===== src/rtl/cnn_mem_arbiter.sv =====
// Round-robin arbiter granting the single-port CNN memory to the control/datapath
// port (0) or the window-fetch engine (1), one access at a time, with a stall timeout.
module cnn_mem_arbiter #(
    parameter int ADDR_W   = 12,
    parameter int DATA_W   = 16,
    parameter int MAX_WAIT = 15
) (
    input  logic              clk,
    input  logic              reset,
    input  logic              req0_valid,
    input  logic              req0_we,
    input  logic [ADDR_W-1:0] req0_addr,
    input  logic [DATA_W-1:0] req0_wdata,
    output logic              req0_done,
    output logic [DATA_W-1:0] req0_rdata,
    input  logic              req1_valid,
    input  logic              req1_we,
    input  logic [ADDR_W-1:0] req1_addr,
    input  logic [DATA_W-1:0] req1_wdata,
    output logic              req1_done,
    output logic [DATA_W-1:0] req1_rdata,
    output logic              mem_req,
    output logic              mem_we,
    output logic [ADDR_W-1:0] mem_addr,
    output logic [DATA_W-1:0] mem_wdata,
    input  logic [DATA_W-1:0] mem_rdata,
    input  logic              mem_ready,
    output logic [1:0]        grant,
    output logic              busy,
    output logic              err,
    output logic              timeout_sticky
);

    localparam int CNT_W = 8;

    typedef enum logic [1:0] {
        ST_IDLE,
        ST_ACCESS,
        ST_RESP
    } state_t;

    state_t            r_state;
    logic              r_last_grant;
    logic [CNT_W-1:0]  r_wait_cnt;
    logic [1:0]        r_grant;
    logic              r_mem_req;
    logic              r_mem_we;
    logic [ADDR_W-1:0] r_mem_addr;
    logic [DATA_W-1:0] r_mem_wdata;
    logic              r_busy;
    logic              r_done0;
    logic              r_done1;
    logic              r_err;
    logic              r_sticky;
    logic [DATA_W-1:0] r_rdata0;
    logic [DATA_W-1:0] r_rdata1;

    logic w_any_req;
    logic w_pick1;
    logic w_winner;
    logic w_timeout;

    // Port 1 wins when it is the only requester, or on a tie when port 0 went last.
    assign w_any_req = req0_valid | req1_valid;
    assign w_pick1   = req1_valid & (~req0_valid | ~r_last_grant);
    assign w_winner  = r_grant[1];
    assign w_timeout = (r_wait_cnt == CNT_W'(MAX_WAIT - 1));

    always_ff @(posedge clk or posedge reset) begin
        if (reset) begin
            r_state      <= ST_IDLE;
            r_last_grant <= 1'b1;
            r_wait_cnt   <= '0;
            r_grant      <= 2'b00;
            r_mem_req    <= 1'b0;
            r_mem_we     <= 1'b0;
            r_mem_addr   <= '0;
            r_mem_wdata  <= '0;
            r_busy       <= 1'b0;
            r_done0      <= 1'b0;
            r_done1      <= 1'b0;
            r_err        <= 1'b0;
            r_sticky     <= 1'b0;
            r_rdata0     <= '0;
            r_rdata1     <= '0;
        end else begin
            // NOTE: pulse outputs default low here and are raised only on the completing edge.
            r_done0 <= 1'b0;
            r_done1 <= 1'b0;
            r_err   <= 1'b0;
            case (r_state)
                ST_IDLE: begin
                    if (w_any_req) begin
                        r_grant     <= w_pick1 ? 2'b10 : 2'b01;
                        r_mem_addr  <= w_pick1 ? req1_addr  : req0_addr;
                        r_mem_wdata <= w_pick1 ? req1_wdata : req0_wdata;
                        r_mem_we    <= w_pick1 ? req1_we    : req0_we;
                        r_mem_req   <= 1'b1;
                        r_busy      <= 1'b1;
                        r_wait_cnt  <= '0;
                        r_state     <= ST_ACCESS;
                    end
                end
                ST_ACCESS: begin
                    if (mem_ready || w_timeout) begin
                        if (!mem_ready) begin
                            r_err    <= 1'b1;
                            r_sticky <= 1'b1;
                        end
                        // A timed-out access returns zero; a successful write leaves rdata alone.
                        if (!mem_ready || !r_mem_we) begin
                            if (w_winner) r_rdata1 <= mem_ready ? mem_rdata : '0;
                            else          r_rdata0 <= mem_ready ? mem_rdata : '0;
                        end
                        r_done0   <= ~w_winner;
                        r_done1   <= w_winner;
                        r_mem_req <= 1'b0;
                        r_mem_we  <= 1'b0;
                        r_state   <= ST_RESP;
                    end else begin
                        r_wait_cnt <= r_wait_cnt + 1'b1;
                    end
                end
                ST_RESP: begin
                    r_last_grant <= w_winner;
                    r_grant      <= 2'b00;
                    r_busy       <= 1'b0;
                    r_state      <= ST_IDLE;
                end
                default: r_state <= ST_IDLE;
            endcase
        end
    end

    assign req0_done      = r_done0;
    assign req1_done      = r_done1;
    assign req0_rdata     = r_rdata0;
    assign req1_rdata     = r_rdata1;
    assign mem_req        = r_mem_req;
    assign mem_we         = r_mem_we;
    assign mem_addr       = r_mem_addr;
    assign mem_wdata      = r_mem_wdata;
    assign grant          = r_grant;
    assign busy           = r_busy;
    assign err            = r_err;
    assign timeout_sticky = r_sticky;

endmodule


===== config.mk =====
export PLATFORM = sky130hd
export DESIGN_NAME = cnn_mem_arbiter
export DESIGN_NICKNAME = d
export VERILOG_FILES = /design/src/rtl/cnn_mem_arbiter.sv
export SDC_FILE = /design/constraint.sdc
export NUM_CORES = 1
export LEC_CHECK = 0
export CORE_ASPECT_RATIO = 1.2
export CORE_UTILIZATION = 42
export DETAILED_ROUTE_END_ITERATION = 7
export GPL_ROUTABILITY_DRIVEN = 0
export GPL_TIMING_DRIVEN = 0
export PLACE_DENSITY = 0.8
export SYNTH_ARGS = -nofsm -noshare
export SYNTH_HDL_FRONTEND = slang
export SYNTH_SLANG_ARGS = --single-unit
export TNS_END_PERCENT = 30

===== constraint.sdc =====
create_clock -name clk -period 3.1 [get_ports clk]
set_input_delay 0.62 -clock clk [delete_from_list [all_inputs] [get_ports clk]]
set_output_delay 0.62 -clock clk [all_outputs]
set_load 0.02 [all_outputs]

==> results of run 1 <==
routing by layer:
metal	global-route usage, %	vias up	share of wire [%]
met4	9.78	0	2.2
met2	38.7	117	50
li1	-	1400	-
met3	4.36	15	6.0
met1	29.4	1458	42
met5	0	-	0
area by class of cell:
type	instances	area share [%]
flip-flops and latches	80	38.6
repair buffers	147	28.7
multi-input cells	186	23.3
clock buffers	11	2.72
plain buffers	20	2.39
well taps	92	2.22
clock inverters	5	1.54
inverters	6	0.482
worst paths after layout:
path / startpoint / endpoint / slack, ns
min reg2reg: timeout_sticky / timeout_sticky / 0.48
min: timeout_sticky / timeout_sticky / 0.48
max in group asynchronous: reset / r_last_grant / 1.95
min in group asynchronous: reset / mem_wdata[9] / 0.54
max: req0_valid / mem_we / 0.61
max reg2reg: r_wait_cnt[0] / req0_rdata[6] / 0.88
cells in the mapped netlist, types with 2 or more instances:
cell / count / area, um2
ha_1: 2 / 25.0
and3_1: 3 / 18.8
nor3_1: 4 / 20.0
a31o_2: 2 / 17.5
nand2_1: 64 / 240
o31ai_1: 2 / 15.0
clkbuf_1: 11 / 41.3
o22a_1: 2 / 17.5
or2_2: 2 / 12.5
a22oi_1: 29 / 218
o21ai_0: 6 / 30.0
a21oi_1: 2 / 10.0
clkbuf_8: 3 / 41.3
buf_6: 2 / 22.5
inv_1: 6 / 22.5
dfrtp_1: 79 / 1980
a2111oi_0: 2 / 17.5
buf_2: 3 / 15.0
and2_1: 3 / 18.8
nand3_1: 6 / 30.0
a32o_1: 32 / 320
nand2b_1: 2 / 12.5
nor2_1: 5 / 18.8
power breakdown:
group | total [mW] | internal (mW) | switching [mW]
clock | 0.831 | 0.474 | 0.357
sequential | 1.77 | 1.49 | 0.284
combinational | 2.51 | 1.23 | 1.29
total | 5.12 | 3.19 | 1.93
cells by family (layout without fill, tap and decap cells):
group | Yosys count | in the layout | share of synthesized area [%]
buffers and inverters | 26 | 189 | 4.36
DFF | 80 | 80 | 59.6
AOI/OAI and AO/OA | 84 | 84 | 21.4
adders and majority gates | 2 | 2 | 0.744
and+or+nand+nor | 99 | 99 | 13.5
muxes | 1 | 1 | 0.335
layout by cell type, fill, tap and decap left out, types with 3 or more instances in the layout:
cell,instances
clkdlybuf4s50_1,146
dfrtp_1,79
nand2_1,64
a32o_1,32
a22oi_1,29
clkbuf_8,13
clkbuf_1,12
o21ai_0,6
nand3_1,6
nor2_1,5
inv_1,5
nor3_1,4
and3_1,3
buf_2,3
and2_1,3
flip-flops by register name, summed over array words and instances, names as in the netlist:
name and count:
busy 1, grant 2, req1_rdata 16, mem_we 1, mem_req 1, r_last_grant 1
req1_done 1, r_wait_cnt 8, mem_addr 12, req0_done 1, err 1, timeout_sticky 1
req0_rdata 16, r_state 2, mem_wdata 16
metrics by stage:
stage          power [mW]  hold slack, ns
2_1_floorplan        3.11           0.489
3_3_place_gp         4.25           0.457
3_5_place_dp         4.32           0.467
4_1_cts              5.17           0.484
5_1_grt              5.43           0.515
6_report             5.12           0.478
==> impl_metrics.toml, run 1 <==
[status]
run_status = "complete, no violations"

[timing]
setup-tns-final_ns = 0
maxSlewHeadroom_pct = 39.8
fin_crit_ns = 2.49
fin_crit_sh_pct = 80.5
hold_viol_final = 0
fin_ws_ns = 0.605
slew_violations = 0
tightest_slew_ns = 0.896
setup_viol_count_final = 0
fmax_mhz = 401
clock_skew_ns = 0.00954
rsz0062_at_grt = "no"

[worst_setup_path]
cp_data_required_time_ns = 3.36
cp.depth = 6
crit_buf_inv = 2
crit_type = "input pin to register"
crit_arrival_ns = 2.76
critPathCaptureType = "register"
cp_cell_sequence = "clkdlybuf4s50_1, nand2_1, a2111oi_0, clkbuf_1, a22oi_1, o21ai_0"
worstRegToRegCells = 7
critPathMaxFanout = 10
critical_path.top_delay_family = "compound AO/OA/AOI/OAI gates"
cp_slowest_cell = "a2111oi_0"
startpoint_type = "input pin"
max_stage_delay_ns = 0.80

[die]
die_area_um2 = 8370
ios = 148
die_x_um = 83.7
core_area_um2 = 7710
start_util_pct = 43.6
die_h_um = 100
row_count = 35

[cells_and_area]
nNetsFinal = 531
drive_above_1_share_pct = 8.79
fin_cells = 547
synthToLayoutAreaGrowth_pct = 54.4
stdcell_area_um2 = 5190
final_util_pct = 67.3
nFillCells = 615
multi_input_area_um2 = 1210
register_area_um2 = 2000
diodes = 0

[place]
hpwl_um = 6630
placed_cells = 531
place_ws_ns = 0.207
port_buffers = 146
post_dp_cell_area_um2 = 4970

[global_route]
grt_util_all_layers_pct = 23.1
first_global_vias = 3063
grt.overflow.total = 0
grt_pass1_wl_um = 15400
grt_max_degree = 68
antenna_found_initial = 0

[routing]
final_antenna_net_count = 0
drt_first_pass_iters = 4
wl_per_cell_um = 16.5
viasPerCell = 5.47
drt-initial-drc-count = 160
drc = 0
drt_wl_total_um = 9040
vias = 2990

[clocking]
tritoncts = "yes"
cts.sinks = 80
postCtsHoldBufs = 0
path_clk_slew_ns = 0.07
ctsResizeCount = 0
postCtsSetupBuffers = 0
cts_buffer_depth = 2
cts-buffers-inserted = 9
cts_htree_levels = 3
insertion_delay_ns = 0.34
cts_root_buf = "clkbuf_8"

[synth]
async_reset_ff_share_pct = 100
synth_fp_nets = 373
synth_edf_count = 0
syn_area_um2 = 3360
yosys_warnings = 0
ys_types = 43
synth_seq_area_share_pct = 59.6
ys.flop_type = "dfrtp_1"
netlist_instances = 292
synth_area_per_cell_um2 = 11.5
synth_seq_cells = 80

[hold_path]
whs_path_depth = 1
hp-class = "register to register"

[pwr]
power_density_nw_per_um2 = 987
leakage_nw = 2.24
peakVddDrop_v = 0.000605

[flow_run]
max-cap-violations = 0
No activity file was read; power rests on OpenSTA's default activity.
==> run 2: changes to the inputs <==
- CORE_UTILIZATION: 42 -> 38
- PLACE_DENSITY: 0.8 -> 0.77
- clock period: 3.1 -> 2.09 ns (I/O delays scaled with it)
==> run 2 against run 1 <==
Combinational power increased by 52%. Register-to-register slack got worse by 0.88 ns. Clock skew increased by 0.0016 ns. Die area increased by 10%. Design area increased by 2.6%. Critical path type is now register to register. Largest power group unchanged.
==> impl_metrics.toml, run 2 (synthesis results as in run 1) <==
[global_route]
grt_util_all_layers_pct = 20.9
antenna_found_initial = 0
grt.overflow.total = 0
grt_max_degree = 45
grt_pass1_wl_um = 14800
first_global_vias = 3063

[timing]
clock_skew_ns = 0.0111
fin_crit_ns = 2.09
slew_violations = 0
hold_viol_final = 0
setup_viol_count_final = 0
setup-tns-final_ns = 0
fmax_mhz = 479
tightest_slew_ns = 0.808
fin_crit_sh_pct = 99.8
maxSlewHeadroom_pct = 46.0
rsz0062_at_grt = "yes"

[worst_setup_path]
crit_arrival_ns = 2.33
cp_cell_sequence = "inv_1, ha_1, or3b_4, o41ai_4, buf_4, nand3_4, clkbuf_16, a32o_1"
critPathMaxFanout = 5
regToRegSetupSlack_ns = 0.004
reg2reg_from = "r_wait_cnt[0]"
crit_type = "register to register"
r2r_end = "req1_rdata[8]"
startpoint_type = "register"
cp_data_required_time_ns = 2.33
max_stage_delay_ns = 0.41
worstRegToRegCells = 8
critPathCaptureType = "register"
cp_slowest_cell = "dfrtp_2"

[die]
start_util_pct = 39.2
core_area_um2 = 8560
die_x_um = 87.9
row_count = 37
die_h_um = 105
ios = 148
die_area_um2 = 9230

[hold_path]
hp-class = "input pin to register"
hp-start = "mem_ready"
holdPathEnd = "req0_rdata[14]"
whs_path_depth = 2

[cells_and_area]
final_common_cell = "clkdlybuf4s50_1"
nNetsFinal = 535
nFillCells = 684
register_area_um2 = 2010
mostFrequentLayoutCells = "clkdlybuf4s50_1, dfrtp_1, nand2_1, a32o_1, a22oi_1"
multi_input_area_um2 = 1220
diodes = 0
synthToLayoutAreaGrowth_pct = 58.4
final_util_pct = 62.2
drive_above_1_share_pct = 10.7

[clocking]
cts-buffers-inserted = 9
cts_buffer_depth = 2
path_clk_slew_ns = 0.08
cts_root_buf = "clkbuf_8"
tritoncts = "yes"
cts_htree_levels = 3
insertion_delay_ns = 0.35
cts.sinks = 80

[pwr]
peakVddDrop_v = 0.000745
power_frac_clock_pct = 17.6
p_int_mw = 4.89
power_frac_comb_pct = 48.9
power_density_nw_per_um2 = 1470
p_sw_share_pct = 37.4
switchingPower_mw = 2.92
p_seq_share_pct = 33.6
leakage_nw = 2.29

[routing]
vias = 3003
final_antenna_net_count = 0
drt_wl_total_um = 9320
wl_per_cell_um = 16.2
viasPerCell = 5.21
drc = 0
drt-initial-drc-count = 154
drt_first_pass_iters = 4

[flow_run]
max-cap-violations = 0

[status]
run_status = "complete, no violations"

[place]
port_buffers = 146
hpwl_um = 6790
[run 2: cell types whose count changed in the layout (fill, tap and decap cells not counted), moves of 2 or more]
cell,change
dfrtp_1,-2
buf_12,+2
buf_4,+4
dfrtp_2,+2
clkbuf_1,-3
clkinv_4,+2
[run 2: worst max-delay path, delay by kind of cell (launching register included)]
kind | cells | cell delay, ns
compound gates | 2 | 0.44
simple gates | 2 | 0.54
buf+inv | 3 | 0.44
flops | 1 | 0.41
fa+ha+maj | 1 | 0.14
[run 2: per-layer routing]
layer | vias up | GRT usage, % | wire [um]
li1 | 1409 | - | -
met1 | 1454 | 24.7 | 3730
met4 | 0 | 8.08 | 238
met3 | 18 | 6.08 | 606
met2 | 122 | 35.3 | 4740
met5 | - | 0 | 0
[run 2: worst max path at each step]
stage | cells past startpoint | startpoint | slack [ns] | endpoint
finish | 8 | r_wait_cnt[0] | 0.004 | req1_rdata[8]
detailed placement | 6 | req0_valid | -0.36 | mem_we
CTS | 8 | r_wait_cnt[0] | 0.001 | req1_rdata[3]
global route | 8 | r_wait_cnt[0] | -0.05 | req1_rdata[8]
floorplan | 7 | r_wait_cnt[0] | 0.11 | req1_rdata[0]
global placement | 6 | req0_valid | -0.34 | mem_we
[run 2: per-stage QoR]
stage / cell area (um2) / power, mW / hold slack, ns / setup slack, ns / cells
floorplan: 3360 / 4.61 / 0.489 / 0.107 / 292
global placement: 4970 / 6.29 / 0.459 / -0.342 / 555
global route: 5320 / 8.26 / 0.386 / -0.0466 / 576
detailed placement: 4990 / 6.41 / 0.460 / -0.357 / 556
CTS: 5270 / 7.83 / 0.393 / 0.00137 / 575
finish: 5320 / 7.82 / 0.402 / 0.00422 / 576
[run 2: power groups by stage]
| stage | registers (mW) | clock network (mW) | logic, mW |
|---|---|---|---|
| floorplan | 3.35 | 0 | 1.27 |
| global placement | 2.63 | 0 | 3.67 |
| detailed placement | 2.66 | 0 | 3.75 |
| CTS | 2.62 | 1.40 | 3.82 |
| global route | 2.69 | 1.47 | 4.10 |
| finish | 2.63 | 1.37 | 3.82 |
[run 2: area by class of cell]
class                   count  area share (%)
plain buffers              19            2.40
clock buffers              10            2.40
clock inverters             6            2.19
inverters                   6           0.494
multi-input cells         186            23.0
flip-flops and latches     80            37.7
well taps                 117            2.75
repair buffers            152            29.1
[run 2: what timing repair did]
item	4_1_cts	5_1_grt
hold buffers	0	0
pin swaps	1	0
gates cloned	0	1
setup endpoints to repair	25	53
resized for setup	3	8
setup buffers	3	1
